## config.mk

```make
export PLATFORM = sky130hd
export DESIGN_NAME = fetch_unit
export DESIGN_NICKNAME = d
export VERILOG_FILES = /design/src/rtl/riscv_pkg.sv /design/src/rtl/fetch_unit.sv
export SDC_FILE = /design/constraint.sdc
export NUM_CORES = 1
export LEC_CHECK = 0
export CAP_MARGIN = 15
export CORE_ASPECT_RATIO = 1.1
export CORE_MARGIN = 2
export CORE_UTILIZATION = 43
export DETAILED_ROUTE_END_ITERATION = 8
export PLACE_DENSITY = 0.87
export SETUP_SLACK_MARGIN = 0.5
export SYNTH_ARGS = -nofsm -noshare
export SYNTH_HDL_FRONTEND = slang
export SYNTH_SLANG_ARGS = --single-unit
export TNS_END_PERCENT = 100
```

## constraint.sdc

```tcl
create_clock -name clk -period 2.54 [get_ports clk]
set_clock_uncertainty 0.1 [all_clocks]
set_input_delay 0.381 -clock clk [delete_from_list [all_inputs] [get_ports clk]]
set_output_delay 0.381 -clock clk [all_outputs]
set_load 0.02 [all_outputs]
```

## src/rtl/riscv_pkg.sv

```systemverilog
// Shared definitions for the RV32 front end.
//   XLEN          - architectural register / address width
//   NOP_ENC       - canonical NOP (addi x0,x0,0) driven when no instruction is held
//   fetch_state_t - fetch sequencer states
//   word_align()  - clears the byte-offset bits of an address
package riscv_pkg;

  localparam int unsigned XLEN = 32;
  localparam logic [XLEN-1:0] NOP_ENC = 32'h0000_0013;

  // REQ  : request on the bus, waiting for grant
  // WAIT : granted, waiting for read data to deliver
  // DROP : granted, read data will be thrown away (redirected meanwhile)
  // OUT  : instruction held on the IF outputs
  typedef enum logic [1:0] {
    FS_REQ  = 2'd0,
    FS_WAIT = 2'd1,
    FS_DROP = 2'd2,
    FS_OUT  = 2'd3
  } fetch_state_t;

  function automatic logic [XLEN-1:0] word_align(input logic [XLEN-1:0] a);
    return {a[XLEN-1:2], 2'b00};
  endfunction

endpackage

```

## src/rtl/fetch_unit.sv

```systemverilog
// Instruction fetch stage with a single-outstanding-request memory port.
// Issues one read at a time, captures the returned word together with its
// PC, and presents it to IF/ID until the decoder accepts it or execute
// redirects the stream.
//
// Ports
//   clk, reset          : clock, synchronous active-high reset
//   StallF              : IF/ID cannot accept; hold the current instruction
//   PCSrcE, PCTargetE   : redirect request and target from execute
//   imem_req/addr       : request valid / word address
//   imem_gnt            : request accepted this cycle
//   imem_rvalid/rdata   : in-order read response
//   InstrF/PCF/PCPlus4F : fetched instruction, its address, address + 4
//   ValidF              : the three outputs above carry a real instruction
module fetch_unit
  import riscv_pkg::*;
#(
  parameter logic [XLEN-1:0] RESET_PC  = 32'h0000_0000,
  parameter logic [XLEN-1:0] NOP_INSTR = NOP_ENC
) (
  input  logic            clk,
  input  logic            reset,
  input  logic            StallF,
  input  logic            PCSrcE,
  input  logic [XLEN-1:0] PCTargetE,
  output logic            imem_req,
  output logic [XLEN-1:0] imem_addr,
  input  logic            imem_gnt,
  input  logic            imem_rvalid,
  input  logic [XLEN-1:0] imem_rdata,
  output logic [XLEN-1:0] InstrF,
  output logic [XLEN-1:0] PCF,
  output logic [XLEN-1:0] PCPlus4F,
  output logic            ValidF
);

  fetch_state_t    state_q, state_d;
  logic [XLEN-1:0] pc_q, pc_d;
  logic [XLEN-1:0] instr_q, instr_d;
  logic [XLEN-1:0] pcf_q, pcf_d;
  logic [XLEN-1:0] pcp4_q, pcp4_d;
  logic            valid_q, valid_d;

  logic [XLEN-1:0] target;
  logic [XLEN-1:0] pc_inc;

  // Redirect targets are forced onto a word boundary; the low bits of
  // PCTargetE are deliberately dropped.
  assign target = word_align(PCTargetE);
  assign pc_inc = pc_q + 32'd4;  // wraps modulo 2^32 by construction

  logic unused_tgt_lsbs;
  assign unused_tgt_lsbs = ^PCTargetE[1:0];

  always_comb begin
    state_d = state_q;
    pc_d    = pc_q;
    instr_d = instr_q;
    pcf_d   = pcf_q;
    pcp4_d  = pcp4_q;
    valid_d = valid_q;

    unique case (state_q)
      FS_REQ: begin
        // rvalid here can only be a leftover from before a reset; ignore it.
        if (PCSrcE) pc_d = target;
        if (imem_gnt) state_d = PCSrcE ? FS_DROP : FS_WAIT;
      end

      FS_WAIT: begin
        if (imem_rvalid) begin
          if (PCSrcE) begin
            // Data for the old path arrives together with the redirect:
            // discard it and go straight to fetching the target.
            state_d = FS_REQ;
            pc_d    = target;
          end else begin
            state_d = FS_OUT;
            instr_d = imem_rdata;
            pcf_d   = pc_q;
            pcp4_d  = pc_inc;
            valid_d = 1'b1;
          end
        end else if (PCSrcE) begin
          // Response still in flight; it must be swallowed in DROP.
          state_d = FS_DROP;
          pc_d    = target;
        end
      end

      FS_DROP: begin
        // Later redirects only retarget the PC; exit still waits for rvalid.
        if (PCSrcE) pc_d = target;
        if (imem_rvalid) state_d = FS_REQ;
      end

      FS_OUT: begin
        // Redirect beats stall: the held instruction is on the wrong path.
        if (PCSrcE) begin
          state_d = FS_REQ;
          pc_d    = target;
          valid_d = 1'b0;
          instr_d = NOP_INSTR;
        end else if (!StallF) begin
          state_d = FS_REQ;
          pc_d    = pc_inc;
          valid_d = 1'b0;
          instr_d = NOP_INSTR;
        end
      end

      default: state_d = FS_REQ;
    endcase
  end

  always_ff @(posedge clk) begin
    if (reset) begin
      state_q <= FS_REQ;
      pc_q    <= RESET_PC;
      instr_q <= NOP_INSTR;
      pcf_q   <= '0;
      pcp4_q  <= '0;
      valid_q <= 1'b0;
    end else begin
      state_q <= state_d;
      pc_q    <= pc_d;
      instr_q <= instr_d;
      pcf_q   <= pcf_d;
      pcp4_q  <= pcp4_d;
      valid_q <= valid_d;
    end
  end

  // Reset gates the request so nothing is issued while reset is held.
  assign imem_req  = (state_q == FS_REQ) && !reset;
  assign imem_addr = pc_q;

  assign InstrF   = instr_q;
  assign PCF      = pcf_q;
  assign PCPlus4F = pcp4_q;
  assign ValidF   = valid_q;

endmodule

```

# After elaboration in Yosys (flattened, before gate mapping)
# Index checks and enable logic that the tools add are counted.
# W data, S select, Z words.
dict set report classes {
  addsub 1
  n_reduce_logical 9
  n_eq_ne 10
  bitwise 1
  mux 23
}
# operator n
set ops {}
lappend ops {{$mux W32} 7}
lappend ops {{$pmux W32 S2} 2}
lappend ops {{$add A32 B3 Y32 const B} 1}
lappend ops {{$mux W2} 8}
lappend ops {{$ne A2 B2 Y1 const B} 4}
lappend ops {{$pmux W2 S4} 1}
lappend ops {{$reduce_and A4 Y1} 2}
lappend ops {{$ne A3 B3 Y1 const B} 2}
lappend ops {{$eq A2 B2 Y1 const B} 2}
lappend ops {{$mux W1} 4}
lappend ops {{$reduce_and A3 Y1} 1}
lappend ops {{$reduce_or A3 Y1} 1}
lappend ops {{$eq A2 B1 Y1 const B} 1}
lappend ops {{$logic_not A2 Y1} 1}
lappend ops {{$ne A2 B1 Y1 const B} 1}
lappend ops {{$pmux W1 S2} 1}
lappend ops {{$reduce_and A2 Y1} 1}
lappend ops {{$reduce_bool A2 Y1} 1}
lappend ops {{$logic_and A1 B1 Y1} 1}
lappend ops {{$logic_not A1 Y1} 1}
lappend ops {{$not A1 Y1} 1}
dict set report word_totals {
  output_inout_bits 130
  ff_bits 131
  word_cells 50
  inputBits 70
}

# Depth between registers and ports, before layout
dict set report logic_depth {
  ltp_word 4
  ltp_mapped 8
  mapped_depth_nobuf 6
}

# Least setup slack after synthesis
# OpenSTA, ideal clock, no wires.
dict set report synth_path {
  path_kind {register -> register}
  from {register pc_q[11], in the netlist imem_addr[11]}
  to {register pcp4_q[29], in the netlist PCPlus4F[29]}
  path_slack_ns 0.404
  arrival_ns 1.961
  setup_time_ns 0.074
  required_time_ns 2.366
  path_buffers 1
  path_stages_with_launch 7
  cell_sequence {dfxtp_1 > buf_2 > and4_2 > nand2_2 > or4_1 > or3_1 > a31oi_1}
}
dict set report synth_between {
  elab_chain_len 1
}
# item line_no
set synth_rtl {}
lappend synth_rtl {{from (decl)} fetch_unit.sv:38} ;# logic [XLEN-1:0] pc_q, pc_d;
lappend synth_rtl {{from (signal assigned)} fetch_unit.sv:126} ;# pc_q <= pc_d;
lappend synth_rtl {{$add A32 B3 Y32} fetch_unit.sv:50} ;# assign pc_inc = pc_q + 32'd4;
lappend synth_rtl {{to (signal assigned)} fetch_unit.sv:129} ;# pcp4_q <= pcp4_d;
lappend synth_rtl {{to (decl)} fetch_unit.sv:41} ;# logic [XLEN-1:0] pcp4_q, pcp4_d;
# Every way passes these cells.
# A chain may end at the register's enable or synchronous reset.

# Final worst setup path
dict set report layout_path {
  from {register pc_q[3], in the netlist imem_addr[3]}
  to {register pc_q[24], in the netlist imem_addr[24]}
}
dict set report layout_between {
  elab_chain_len 4
}
# item line_no
set layout_rtl {}
lappend layout_rtl {{$add A32 B3 Y32} fetch_unit.sv:50}
lappend layout_rtl {{$mux W32} fetch_unit.sv:104} ;# end else if (!StallF) begin
lappend layout_rtl {{$mux W32} fetch_unit.sv:99} ;# if (PCSrcE) begin
lappend layout_rtl {{$pmux W32 S2} fetch_unit.sv:63} ;# unique case (state_q)
# Every way passes these cells. The select of a mux whose other input is x is not followed.

==> results.sh <==
export IMPL_final_cell_mix="175 x clkdlybuf4s50_1, 109 x dfxtp_1, 83 x nand2_1"
export IMPL_hold_path_class="flop to flop"
export IMPL_drc=0
export IMPL_placed_area_sq_um=7566
export IMPL_p_leak_nw=3.022
export IMPL_grt_pass1_wl_mm=26.97
export IMPL_grt_max_degree=58
export IMPL_grt_overflow_total=0
export IMPL_avgSynthCellArea_sq_um=8.328
export IMPL_fmax_ghz=0.4974
export IMPL_rsz0062_at_grt="true"
export IMPL_dpl_hpwl_mm=11.78
export IMPL_fillerInstances=1010
export IMPL_synth_largest_area_cell="dfxtp_1"
export IMPL_wl_per_cell_um=16.82
export IMPL_grt_pass1_vias=5408
export IMPL_antennaDiodeCount=0
export IMPL_rows=43
export IMPL_p_per_area_nw_per_um2=616.2
export IMPL_ys_seq_area_frac=0.4532
export IMPL_period_share=0.7914
export IMPL_synthArstFlopShare=0
export IMPL_design_area_sq_um=8431
export IMPL_via_per_inst=5.539
export IMPL_drv_cap=0
export IMPL_hold_violations=0
export IMPL_io_pins=200
export IMPL_cts_max_level=4
export IMPL_synthXorXnorAreaFrac=0.06821
export IMPL_fin_ws_ns=0.5297
export IMPL_critPathCaptureType="flop"
export IMPL_synthesis_area_sq_um=5522
export IMPL_synth_simple_area_share=0.2096
export IMPL_io_buffers=191
export IMPL_antenna_found_initial=0
export IMPL_cts_sinks=125
export IMPL_syn_to_final_growth_pct=52.69
export IMPL_root_buffer="clkbuf_16"
export IMPL_cts_tree="done"
export IMPL_chipWidth_um=112.0
export IMPL_drtPass1Iterations=5
export IMPL_synth_edf_count=0
export IMPL_setup_violations_final=0
export IMPL_yosysUniqueCellTypes=51
export IMPL_synth_top_family_by_area="simple AND/OR/NAND/NOR gates"
export IMPL_worstMarginPinSlew_ns=0.6416
export IMPL_path_class="flop to flop"
export IMPL_ys_seq_elements=125
export IMPL_slew_viol_final=0
export IMPL_die_area_sq_um=13760
export IMPL_path_clk_slew_ns=0.06
export IMPL_cp_start_kind="flop"
export IMPL_seqCellArea_sq_um=2545
export IMPL_final_antenna_net_count=0
export IMPL_synthMuxAreaShare=0.003626
export IMPL_status="finished clean"
export IMPL_worstPathArrival_ns=2.20
export IMPL_drive_gt1_frac=0.1356
export IMPL_rrSetupSlack_ns=0.53
export IMPL_synth_warnings=0
export IMPL_period_minus_slack_ns=2.010
export IMPL_drt_initial_drc_count=452
export IMPL_routed_wl_mm=17.27
export IMPL_pre_cts_ws_ns=0.1916
export IMPL_p_total_w=0.005195
export IMPL_fin_setup_tns_ns=0
export IMPL_synth_main_ff_cell="dfxtp_1"
export IMPL_start_util=0.4386
export IMPL_place_congestion=0.8647
export IMPL_core_area_sq_um=12590
export IMPL_track_usage=0.2454
export IMPL_synth_compound_area_frac=0.1901
export IMPL_clk_latency_ns=0.41
export IMPL_synthCells=663
export IMPL_cp_max_fo=6
export IMPL_multi_input_area_sq_um=2734
export IMPL_synthAdderAreaFrac=0.002266
export IMPL_fin_nets=928
export IMPL_peakVddDrop_mv=0.4468
export IMPL_layout_commonest_cell="clkdlybuf4s50_1"
export IMPL_synth_top_area_frac=0.4532
export IMPL_critical_path_required_ns=2.73
export IMPL_slew_headroom=0.5722
export IMPL_cts_path_max_buffers=2
export IMPL_vias=5689
export IMPL_dieHeight_um=122.8
export IMPL_numCtsBuffers=17
export IMPL_synthTopCellsByArea="dfxtp_1 45%, a21oi_1 6.2%, nand2_1 5.6%"
[metal layers]
layer | up-vias | routed length, um | track usage
met5 | - | 0 | 0
met4 | 0 | 417 | 0.1075
met3 | 32 | 1699 | 0.08346
met2 | 308 | 8377 | 0.4087
met1 | 2639 | 6779 | 0.2897
li1 | 2710 | - | -
[cell usage after synthesis (3+ instances only)]
library cell and instances:
and3_1 4, inv_1 4, o31ai_1 3, or3_1 3, and4_1 3, o21ai_0 31
clkbuf_8 5, a21oi_1 68, buf_4 10, nor4_1 10, nor3_1 16, clkbuf_1 38
o22ai_1 4, nand3_1 10, nor2_1 80, xor2_1 8, or4_1 3, nor2b_1 3
and2_1 3, a22oi_1 29, buf_2 9, xnor2_1 35, a211oi_1 20, and3b_1 3
nand4_1 13, nand2_1 83, nor4b_1 3, dfxtp_1 125, a311oi_1 8
[area by class of cell]
type / instances / share of cell area
multi-input cells: 471 / 0.3243
clock buffers: 20 / 0.05417
well taps: 157 / 0.02330
flip-flops and latches: 125 / 0.3019
clock inverters: 12 / 0.01900
inverters: 4 / 0.001781
repair buffers: 238 / 0.2756
[metrics by stage]
| step | utilization | hold WS [ns] | cells |
|---|---|---|---|
| 2_1_floorplan | - | 0.4182 | 668 |
| 3_3_place_gp | 0.6010 | 0.3417 | 981 |
| 3_5_place_dp | 0.6010 | 0.3470 | 981 |
| 4_1_cts | 0.6532 | 0.3544 | 1014 |
| 5_1_grt | 0.6696 | 0.3768 | 1027 |
| 6_report | 0.6696 | 0.3523 | 1027 |
[critical path: stages, from the launching register on]
cell	delay, ns
dfxtp_4	0.39
ha_4	0.18
and4_4	0.25
nand4_1	0.23
buf_4	0.23
buf_2	0.15
nor4b_1	0.29
nor3_1	0.09
[path summary, 6_finish.rpt]
kind / from / endpoint / cells past startpoint
max reg2reg: imem_addr[3]$_SDFFE_PP0P_ / imem_addr[24]$_SDFFE_PP0P_ / 7
max: imem_addr[3]$_SDFFE_PP0P_ / imem_addr[24]$_SDFFE_PP0P_ / 7
min reg2reg: PCF[13]$_SDFFE_PP0P_ / PCF[13]$_SDFFE_PP0P_ / 2
min: PCF[13]$_SDFFE_PP0P_ / PCF[13]$_SDFFE_PP0P_ / 2
[registers in the layout (all words and copies together), names as in the netlist]
signal and flops:
InstrF 32, PCF 30, PCPlus4F 30, ValidF 1, imem_addr 30, state_q 2
[cells by family after synthesis]
family                     count (synthesis)
and+or+nand+nor                          248
AOI/OAI and AO/OA                        171
other                                      1
buffers and inverters                     72
xor gates and xnor gates                  43
adders and majority gates                  1
muxes                                      2
DFF                                      125
[power breakdown]
group          total, W  internal [W]  switching, W
Combinational  0.000588      0.000293      0.000294
Sequential      0.00209       0.00202     0.0000686
Clock           0.00252       0.00160      0.000916
Total           0.00519       0.00392       0.00128
[repair_timing]
item | 4_1_cts | 5_1_grt
hold buffers | 0 | 0
pin swaps | 2 | 6
buffers inserted | 1 | 12
cloned | 0 | 1
endpoints found under the setup margin | 21 | 29
endpoints found under the hold margin | 0 | 0
gates resized for setup | 17 | 33
Power figures use the tool's default switching activity.
